<file path="src/rtl/ex_mem_pkg.sv">
// Shared types and defaults for the EX/MEM elastic pipeline register.
package ex_mem_pkg;

    localparam int EX_MEM_DATA_W = 32;
    localparam int EX_MEM_REG_AW = 5;

    typedef struct packed {
        logic                     RegWrite;
        logic                     MemtoReg;
        logic                     MemWrite;
        logic                     MemRead;
        logic [EX_MEM_REG_AW-1:0] WriteReg;
        logic [EX_MEM_DATA_W-1:0] AluResult;
        logic [EX_MEM_DATA_W-1:0] WriteData;
    } ex_mem_bundle_t;

    typedef enum logic [1:0] {
        EMPTY = 2'd0,
        ONE   = 2'd1,
        FULL  = 2'd2
    } ex_mem_state_t;

endpackage

</file>
<file path="src/rtl/ex_mem_elastic_pipe_slot.sv">
// One register slot with a valid bit; clear beats load, data holds on clear.
module pipe_slot #(
    parameter int W = 8
) (
    input  logic         clk,
    input  logic         rst_n,
    input  logic         load,
    input  logic         clear,
    input  logic [W-1:0] dIn,
    output logic         valid,
    output logic [W-1:0] q
);

    always_ff @(posedge clk) begin
        if (!rst_n) begin
            valid <= 1'b0;
            q     <= '0;
        end else if (clear) begin
            valid <= 1'b0;
        end else if (load) begin
            valid <= 1'b1;
            q     <= dIn;
        end
    end

endmodule

</file>
<file path="src/rtl/ex_mem_elastic.sv">
// EX/MEM pipeline register with valid/ready handshake and an optional skid slot.
//   state | meaning
//   EMPTY | no bundle held
//   ONE   | output slot holds a bundle
//   FULL  | output and skid slots both hold bundles, EX is stalled
module ex_mem_elastic
    import ex_mem_pkg::*;
#(
    parameter int DATA_W = EX_MEM_DATA_W,
    parameter int REG_AW = EX_MEM_REG_AW,
    parameter bit SKID   = 1'b1
) (
    input  logic              clk,
    input  logic              rst_n,
    input  logic              ValidE,
    input  logic              RegWriteE,
    input  logic              MemtoRegE,
    input  logic              MemWriteE,
    input  logic              MemReadE,
    input  logic [REG_AW-1:0] WriteRegE,
    input  logic [DATA_W-1:0] AluResultE,
    input  logic [DATA_W-1:0] WriteDataE,
    output logic              ReadyE,
    input  logic              FlushM,
    input  logic              ReadyM,
    output logic              ValidM,
    output logic              RegWriteM,
    output logic              MemtoRegM,
    output logic              MemWriteM,
    output logic              MemReadM,
    output logic [REG_AW-1:0] WriteRegM,
    output logic [DATA_W-1:0] AluOutM,
    output logic [DATA_W-1:0] WriteDataM,
    output logic              FwdValidM,
    output logic [1:0]        Occupancy
);

    localparam int BW = 4 + REG_AW + 2 * DATA_W;

    logic [BW-1:0] bundleE;
    logic [BW-1:0] outDin;
    logic [BW-1:0] outData;
    logic [3:0]    ctrlQ;
    logic          outValid;
    logic          outLoad;
    logic          outClear;
    logic          accept;
    logic          drain;

    assign bundleE  = {RegWriteE, MemtoRegE, MemWriteE, MemReadE, WriteRegE, AluResultE, WriteDataE};
    assign accept   = ValidE & ReadyE & ~FlushM;
    assign drain    = outValid & ReadyM;
    assign outClear = FlushM | (drain & ~outLoad);

    pipe_slot #(.W(BW)) uOutSlot (
        .clk   (clk),
        .rst_n (rst_n),
        .load  (outLoad),
        .clear (outClear),
        .dIn   (outDin),
        .valid (outValid),
        .q     (outData)
    );

    generate
        if (SKID) begin : gSkid
            logic          skidValid;
            logic [BW-1:0] skidData;
            logic          skidLoad;
            logic          skidClear;
            logic          readyReg;
            logic [1:0]    occReg;
            ex_mem_state_t state;

            // A waiting skid entry always refills the output slot before EX can.
            assign outLoad   = (drain & skidValid) | (accept & (~outValid | drain));
            assign outDin    = skidValid ? skidData : bundleE;
            assign skidLoad  = accept & outValid & ~drain;
            assign skidClear = FlushM | (skidValid & drain);

            pipe_slot #(.W(BW)) uSkidSlot (
                .clk   (clk),
                .rst_n (rst_n),
                .load  (skidLoad),
                .clear (skidClear),
                .dIn   (bundleE),
                .valid (skidValid),
                .q     (skidData)
            );

            always_ff @(posedge clk) begin
                if (!rst_n || FlushM) begin
                    state    <= EMPTY;
                    readyReg <= 1'b1;
                    occReg   <= 2'd0;
                end else begin
                    case (state)
                        EMPTY: if (accept) begin
                            state  <= ONE;
                            occReg <= 2'd1;
                        end
                        ONE: if (accept && !drain) begin
                            state    <= FULL;
                            readyReg <= 1'b0;
                            occReg   <= 2'd2;
                        end else if (drain && !accept) begin
                            state  <= EMPTY;
                            occReg <= 2'd0;
                        end
                        FULL: if (drain) begin
                            state    <= ONE;
                            readyReg <= 1'b1;
                            occReg   <= 2'd1;
                        end
                        default: begin
                            state    <= EMPTY;
                            readyReg <= 1'b1;
                            occReg   <= 2'd0;
                        end
                    endcase
                end
            end

            assign ReadyE    = readyReg;
            assign Occupancy = occReg;
        end else begin : gNoSkid
            assign outLoad   = accept;
            assign outDin    = bundleE;
            assign ReadyE    = ~outValid | ReadyM;
            assign Occupancy = {1'b0, outValid};
        end
    endgenerate

    // Control bits are masked when idle; data fields keep their last value.
    assign {ctrlQ, WriteRegM, AluOutM, WriteDataM} = outData;
    assign ValidM    = outValid;
    assign RegWriteM = outValid & ctrlQ[3];
    assign MemtoRegM = outValid & ctrlQ[2];
    assign MemWriteM = outValid & ctrlQ[1];
    assign MemReadM  = outValid & ctrlQ[0];
    assign FwdValidM = ValidM & RegWriteM & (WriteRegM != '0);

endmodule

</file>
<file path="config.mk">
export PLATFORM = sky130hd
export DESIGN_NAME = ex_mem_elastic
export DESIGN_NICKNAME = d
export VERILOG_FILES = /design/src/rtl/ex_mem_pkg.sv /design/src/rtl/ex_mem_elastic_pipe_slot.sv /design/src/rtl/ex_mem_elastic.sv
export SDC_FILE = /design/constraint.sdc
export NUM_CORES = 1
export LEC_CHECK = 0
export CELL_PAD_IN_SITES_DETAIL_PLACEMENT = 0
export CELL_PAD_IN_SITES_GLOBAL_PLACEMENT = 1
export CORE_ASPECT_RATIO = 1.25
export CORE_UTILIZATION = 33
export CTS_BUF_LIST = sky130_fd_sc_hd__clkbuf_8
export CTS_CLUSTER_SIZE = 20
export DETAILED_ROUTE_END_ITERATION = 7
export GPL_TIMING_DRIVEN = 0
export PLACE_DENSITY_LB_ADDON = 0.1
export SLEW_MARGIN = 20
export SYNTH_ARGS = -nofsm -noshare
export SYNTH_HDL_FRONTEND = slang
export SYNTH_HIERARCHICAL = 1
export SYNTH_SLANG_ARGS = --single-unit
</file>
<file path="constraint.sdc">
create_clock -name clk -period 4.69 [get_ports clk]
set_clock_uncertainty 0.05 [all_clocks]
set_input_delay 0.938 -clock clk [delete_from_list [all_inputs] [get_ports clk]]
set_output_delay 0.938 -clock clk [all_outputs]
set_load 0.01 [all_outputs]
</file>
==> flow_summary.yaml <==
run_status:
  status: "completed"
synth:
  ys_warn_count: 6
  syn_area_um2: 7190
  synth_top_cell_area_share_pct: 42.0
  yosysMostFrequentCell: "nand2_1"
  synth-compound-area-share_pct: 0.870
  synth-seq-area-share_pct: 42.0
  synth_xor_area_share_pct: 0
  synth-edff-count: 0
  yosysUniqueCellTypes: 30
  yosys-top-cells-area: "dfxtp_1, mux2i_1, nand2_1, mux2_2, buf_12"
  syn_inst: 752
  synth_common_cells: "nand2_1, dfxtp_1, mux2i_1"
  synth_simple_gate_area_share_pct: 17.6
  synthAdderAreaFrac_pct: 0
  avgSynthCellArea_um2: 9.56
  syn_nets: 830
  synth_top_family_by_area: "multiplexers"
  ys.flop_type: "dfxtp_1"
  synthMuxAreaShare_pct: 31.8
  synth_seq_cells: 151
  async_reset_ff_share_pct: 0
  yosysTopAreaCell: "dfxtp_1"
setup_path:
  crit_fanout: 3
  setup.worst_path.start_class: "register"
  path_cells: "or4_1 -> o21a_1 -> clkdlybuf4s50_1"
  critPathKind: "register to output port"
  crit_family: "simple AND/OR/NAND/NOR gates"
  cp.buffers_inverters: 1
  cpPeakStageDelay_ns: 0.51
  required_ns: 3.70
  worstSetupEndpointType: "output port"
  arrival_ns: 1.94
  worst_path_max_delay_cell: "or4_1"
global_routing:
  grt_pass1_vias: 5770
  track_usage_pct: 16.7
  grt_antenna_before_repair: 0
  grt_max_degree: 17
  grt_remaining_overflow: 0
  grt_pass1_wl_um: 29600
worst_hold_path:
  hp-class: "register to register"
timing:
  setup_tns_ns: 0
  finalSetupViolCount: 0
  max_slew.worst_pin.slew_ns: 0.445
  whs_ns: 0.407
  slew_viol_final: 0
  post-route-period-util_pct: 62.4
  finalCriticalPeriod_ns: 2.92
  fmax_mhz: 342
  grt_setup_unrepaired: "no"
  slew_headroom_pct: 70.4
  final-hold-violation-count: 0
clock_tree:
  clock_latency_ns: 0.44
  cts_hold_buf: 0
  cts_setup_buffers: 0
  clkTransAtPathRegs_ns: 0.09
  cts_max_level: 4
  cts_tree: "built"
  cts_buffers: 17
  clockBufferDepth: 2
  cts_sinks: 151
  root_buffer: "clkbuf_8"
  cts_resized: 0
die:
  coreArea_um2: 21500
  rows: 60
  initial_core_util_pct: 33.5
  die-height_um: 167
  die_x_um: 134
  die_area_um2: 22400
  top_level_ports: 156
routing:
  drc: 0
  drt-initial-drc-count: 209
  ant_nets: 0
  wl_per_cell_um: 15.1
  num_vias: 5619
  via_per_inst: 4.61
  drtPass1Iterations: 4
  wl_um: 18400
power:
  power_per_cell_area_nw_per_um2: 287
  peakVddDrop_uv: 139
  leakage_uw: 0.00341
layout:
  n_fill_cell: 2149
  area.growth.synth_to_final_pct: 32.4
  n_antenna_cell: 0
  drive_gt1_share_pct: 17.4
  final_nets: 1004
placed_design:
  io_buffers: 155
  gp_congestion: 0.757
  hpwlAfterDp_um: 13300
run:
  drv_cap: 0
per-layer routing:
metal  part of all wire (%)  GRT usage (%)
met1                     45           20.7
met2                     49           28.5
met3                    4.8           3.93
met4                    1.5           5.13
met5                      0              0
cell families (layout without fill, tap and decap cells):
kind of cell / count (synthesis) / in the layout
DFF: 151 / 151
and+or+nand+nor: 317 / 317
AOI/OAI and AO/OA: 9 / 9
muxes: 219 / 219
buffers and inverters: 56 / 243
worst reg2reg max path: stages, from the launching register on:
cell	delay, ns
dfxtp_1	0.46
buf_4	0.27
buf_6	0.19
nand2_1	0.06
a21oi_1	0.19
nor2b_4	0.19
buf_12	0.18
buf_12	0.17
mux2i_1	0.21
power by group:
| part | leakage, µW | internal [µW] | switching (µW) | total (µW) |
|---|---|---|---|---|
| clock network | 0.000207 | 561 | 523 | 1080 |
| logic | 0.00198 | 180 | 145 | 325 |
| registers | 0.00122 | 1310 | 16.6 | 1320 |
sequential cells by signal (all words and copies together), names as in the netlist:
signal and flops:
gSkid.uSkidSlot/q 73, uOutSlot/q 73, gSkid.state 2, ReadyE 1
gSkid.uSkidSlot/valid 1, uOutSlot/valid 1
cell usage in the layout, fill, tap and decap left out, types with 2 or more instances in the layout:
master	netlist	layout
and2_1	4	4
buf_12	16	16
buf_2	29	29
buf_4	5	5
buf_6	4	4
bufinv_16	0	3
clkbuf_1	2	2
clkbuf_8	0	19
clkdlybuf4s50_1	0	155
clkinvlp_4	0	4
dfxtp_1	151	151
inv_6	0	4
mux2_2	73	73
mux2i_1	146	146
nand2_1	293	293
nand2b_1	2	2
nor2_1	3	3
nor2b_1	3	3
nor2b_4	2	2
nor3b_1	3	3
o21ai_0	2	2
metrics by stage:
step | cells | power, µW | util, % | worst slack, ns | instance area (µm²)
after detailed placement | 1186 | 1680 | 42.3 | 1.91 | 9090
final | 1218 | 2730 | 44.3 | 1.77 | 9520
after global placement | 1186 | 1680 | 42.3 | 1.98 | 9090
after floorplan | 752 | 1520 | - | 2.60 | 7190
after CTS | 1218 | 2780 | 44.3 | 1.72 | 9520
after global routing | 1218 | 2860 | 44.3 | 1.70 | 9520
worst paths after layout:
path	start	to	slack (ns)	cells past startpoint
worst min-delay path	gSkid.uSkidSlot/q[27]	gSkid.uSkidSlot/q[27]	0.41	2
worst max register to register	gSkid.uSkidSlot/valid	uOutSlot/q[57]	2.64	8
worst min register to register	gSkid.uSkidSlot/q[27]	gSkid.uSkidSlot/q[27]	0.41	2
worst max-delay path	uOutSlot/q[64]	FwdValidM	1.77	3
area by class of cell:
class / count / area (µm²) / share of cell area (%)
plain buffers: 56 / 556 / 5.84
clock buffers: 19 / 262 / 2.75
clock inverters: 13 / 168 / 1.76
multi-input cells: 545 / 3610 / 37.9
flip-flops and latches: 151 / 3020 / 31.8
well taps: 279 / 349 / 3.67
repair buffers: 155 / 1550 / 16.3
Note: power is estimated with default switching activity, not from simulation.
